--- src/rtl/instr_encoder_loader.sv ---
// Encodes RV32I instruction requests into 32-bit words and writes them sequentially
// into an instruction memory, one word every two cycles, until DEPTH words are stored.
module instr_encoder_loader #(
  parameter int DEPTH = 64,
  parameter int AW    = 6
) (
  input  logic          clk,
  input  logic          rst,
  input  logic          restart,
  input  logic          in_valid,
  output logic          in_ready,
  input  logic [2:0]    iclass,
  input  logic [4:0]    rd,
  input  logic [4:0]    rs1,
  input  logic [4:0]    rs2,
  input  logic [2:0]    funct3,
  input  logic [6:0]    funct7,
  input  logic [31:0]   imm,
  output logic          mem_we,
  output logic [AW-1:0] mem_addr,
  output logic [31:0]   mem_wdata,
  output logic [AW:0]   count,
  output logic          full,
  output logic          err
);

  typedef enum logic [1:0] {IDLE, WRITE, REJECT} state_t;

  localparam logic [AW:0] DEPTH_C = (AW+1)'(DEPTH);

  state_t      state, state_nxt;
  logic [AW:0] count_nxt;
  logic [31:0] word, word_nxt;
  logic [31:0] enc;
  logic        misaligned;
  logic        accept;

  // NOTE: every always_comb output gets a default first, so no path leaves it
  // unassigned and no latch is inferred.
  always_comb begin
    enc = '0;
    unique case (iclass)
      3'd0: enc = {funct7, rs2, rs1, funct3, rd, 7'b0110011};
      3'd1: begin
        enc = {imm[11:0], rs1, funct3, rd, 7'b0010011};
        // Shift-immediate forms carry their funct7 in the upper immediate bits.
        if (funct3 == 3'b001 || funct3 == 3'b101) enc[31:25] = funct7;
      end
      3'd2: enc = {imm[11:0], rs1, 3'b010, rd, 7'b0000011};
      3'd3: enc = {imm[11:5], rs2, rs1, 3'b010, imm[4:0], 7'b0100011};
      3'd4: enc = {imm[12], imm[10:5], rs2, rs1, funct3, imm[4:1], imm[11], 7'b1100011};
      3'd5: enc = {imm[20], imm[10:1], imm[11], imm[19:12], rd, 7'b1101111};
      3'd6: enc = {imm[31:12], rd, 7'b0110111};
      3'd7: enc = {imm[11:0], rs1, 3'b000, rd, 7'b1100111};
      default: enc = '0;
    endcase
  end

  // Branch and jump offsets must be even; odd ones are consumed but rejected.
  assign misaligned = (iclass == 3'd4 || iclass == 3'd5) && imm[0];

  assign full     = (count == DEPTH_C);
  assign in_ready = (state == IDLE) && !full && !restart;
  assign accept   = in_valid && in_ready;

  always_comb begin
    state_nxt = state;
    count_nxt = count;
    word_nxt  = word;
    unique case (state)
      IDLE: begin
        if (restart) begin
          count_nxt = '0;
        end else if (accept) begin
          if (misaligned) begin
            state_nxt = REJECT;
          end else begin
            word_nxt  = enc;
            state_nxt = WRITE;
          end
        end
      end
      WRITE: begin
        state_nxt = IDLE;
        if (restart)    count_nxt = '0;
        else if (!full) count_nxt = count + 1'b1;
      end
      REJECT: begin
        state_nxt = IDLE;
        if (restart) count_nxt = '0;
      end
      default: state_nxt = IDLE;
    endcase
  end

  // NOTE: sequential state uses non-blocking assignments so every register
  // samples its pre-edge value regardless of statement order.
  always_ff @(posedge clk) begin
    if (rst) begin
      state <= IDLE;
      count <= '0;
      word  <= '0;
    end else begin
      state <= state_nxt;
      count <= count_nxt;
      word  <= word_nxt;
    end
  end

  // Reset masks the strobes combinationally so a pending write is dropped outright.
  assign mem_we    = (state == WRITE) && !rst;
  assign err       = (state == REJECT) && !rst;
  assign mem_addr  = count[AW-1:0];
  assign mem_wdata = word;

endmodule
--- config.mk ---
export PLATFORM = sky130hd
export DESIGN_NAME = instr_encoder_loader
export DESIGN_NICKNAME = d
export VERILOG_FILES = /design/src/rtl/instr_encoder_loader.sv
export SDC_FILE = /design/constraint.sdc
export NUM_CORES = 1
export LEC_CHECK = 0
export BUFFER_PORTS_ARGS = -buffer_cell sky130_fd_sc_hd__buf_2
export CAP_MARGIN = 20
export CORE_MARGIN = 2
export CORE_UTILIZATION = 41
export CTS_CLUSTER_DIAMETER = 200
export DETAILED_ROUTE_END_ITERATION = 10
export PLACE_DENSITY = 0.71
export SYNTH_ARGS = -nofsm -noshare
export SYNTH_HDL_FRONTEND = slang
export SYNTH_SLANG_ARGS = --single-unit
--- constraint.sdc ---
create_clock -name clk -period 2.42 [get_ports clk]
set_input_delay 0.242 -clock clk [delete_from_list [all_inputs] [get_ports clk]]
set_output_delay 0.242 -clock clk [all_outputs]
set_load 0.01 [all_outputs]
==> reports/qor.yml <==
core_area_sq_um: 5920
arrival_ps: 1980
cts_inserted_buffers: 5
combPwrFrac: 0.246
swShare: 0.305
synth_warnings: 0
clock.fmax_ghz: 0.450
nFillCells: 578
areaGrowthSynthToFinish_pct: 23.4
p_clk_frac: 0.298
postSynthAreaPerCell_sq_um: 9.10
grt_pass1_wl_mm: 10.3
antenna_found_initial: 0
dieArea_sq_um: 6770
fin_total_pwr_w: 0.00156
drt.antenna.violating_nets: 0
period_share: 0.919
root_buffer: "clkbuf_8"
whs_ps: 220
ys_types: 53
fp.dieW_um: 82.3
drt_wl_total_mm: 6.70
dr.pass1.iters: 5
syn_nets: 342
relSlewSlack: 0.410
dp_hpwl_mm: 4.86
final_area_sq_um: 3100
route.vias.total: 2540
port_buffers: 112
register_area_sq_um: 801
cts_hold_buffers: 0
overflow: 0
grtUsageMet2: 0.310
grt_most_used_layer: "met2"
cp-end-kind: "output port"
nets: 441
cts_max_level: 2
mostFrequentLayoutCells: "buf_2, a21oi_1, dfxtp_1"
yosysSeqAreaShare: 0.319
fin_tns_setup_ps: 0
report.final.hold_viol_count: 0
status: "finished clean"
synth_top_area_frac: 0.319
track_usage: 0.192
num_antenna_cells: 0
leakage_nw: 1.37
gr-usage-met1: 0.256
rsz0062_at_grt: "false"
syn_inst: 276
ys_ff_latch: 40
power.internal_w: 0.00109
grt_max_degree: 31
drv_cap: 0
num_rows: 28
power_switching_w: 0.000477
crit_required_ps: 2180
drc: 0
synth_edf_count: 0
clk_pin_slew_worst_paths_ps: 80
post-route-util: 0.523
die_h_um: 82.3
vias_per_cell: 5.63
avgRoutedWirePerCell_um: 14.9
power.share.sequential: 0.456
tritoncts: "done"
cts_max_path_buffers: 2
cp-start-kind: "flip-flop"
synth_area_sq_um: 2510
synth_top_flop_cell: "dfxtp_1"
hold_class: "input port to flip-flop"
synth_area_leaders: "dfxtp_1, a21oi_1, a311oi_2"
initial_core_util: 0.424
crit_type: "flip-flop to output port"
layout_min_cycle_time_ps: 2220
fin_skew_ps: 5.10
tightest_slew_ps: 882
clkSinkCount: 40
vdd_drop_max_v: 0.000325
report.final.slew_viol_count: 0
yosys.area.top_type: "dfxtp_1"
final_common_cell: "buf_2"
dr.first_iter.drc_count: 88
met3_usage: 0.0554
worstPathMaxFanout: 30
setup_viol: 0
place_area_sq_um: 3000
grt_pass1_vias: 2216
multi_input_area_sq_um: 1450
powerDensity_nw_per_um2: 504
place.gp.congestion: 0.792
pin_count: 113
synthArstFlopShare: 0
drive_above_1_share: 0.431
clock_latency_ps: 290
registers in the layout, summed over array words and instances (netlist names):
register	count
count	7
mem_wdata	31
state	2
power by group through the flow:
stage / logic, W / clock network (W) / registers (W)
final: 0.000384 / 0.000466 / 0.000713
after global routing: 0.000423 / 0.000500 / 0.000717
after CTS: 0.000384 / 0.000476 / 0.000713
after detailed placement: 0.000384 / 0 / 0.000728
after global placement: 0.000378 / 0 / 0.000728
after floorplan: 0.000240 / 0 / 0.000745
final cells by class:
| cell class | count | area share |
|---|---|---|
| clock buffer | 6 | 0.0266 |
| clock inverter | 2 | 0.00323 |
| inverter | 8 | 0.0105 |
| multi-input combinational | 199 | 0.468 |
| sequential | 40 | 0.258 |
| tap | 75 | 0.0303 |
| timing repair buffer | 121 | 0.203 |
cell usage after synthesis (6+ instances only):
master / n
dfxtp_1: 40
o21ai_0: 11
a211oi_2: 7
a32oi_1: 8
a311oi_1: 6
buf_4: 9
nand2_1: 19
nand3_1: 14
a21oi_1: 47
inv_1: 7
mux2i_1: 14
buf_6: 8
a311oi_2: 13
per-layer routing:
metal | wire [um] | share of wire | up-vias
li1 | - | - | 1255
met1 | 3010 | 0.45 | 1202
met2 | 3170 | 0.47 | 78
met3 | 476 | 0.071 | 5
met4 | 48 | 0.0072 | 0
met5 | 0 | 0 | -
metrics by stage:
stage               cells  worst slack, ps
floorplan             276              586
global placement      443              388
detailed placement    443              269
CTS                   451             94.9
global route          451              101
finish                451              195
critical path, cell delays in order, from the launching register on:
cell	delay, ps
dfxtp_1	360
or4_4	600
o21ai_4	320
inv_4	210
buf_2	200
logic make-up after synthesis:
kind of cell,after synthesis,synth area share
AO/OA/AOI/OAI,113,0.351
XOR/XNOR,2,0.00697
adder cells (fa/ha/maj),2,0.00996
buffers and inverters,37,0.105
flip-flops,40,0.319
multiplexers,14,0.0558
AND/OR/NAND/NOR,68,0.153
final timing paths:
check                                  start            end  slack [ps]  cells past startpoint
worst max-delay path                count[5]       in_ready         200                      4
worst min-delay path                  imm[8]  mem_wdata[28]         220                      3
worst max register to register      count[0]  mem_wdata[15]         250                      6
worst min register to register  mem_wdata[2]   mem_wdata[2]         480                      2
timing repair:
action / in CTS / in global routing
resized for setup: 0 / 2
setup buffers: 0 / 0
setup endpoints to repair: 0 / 1
endpoints found under the hold margin: 0 / 0
No activity file was read; power rests on OpenSTA's default activity.
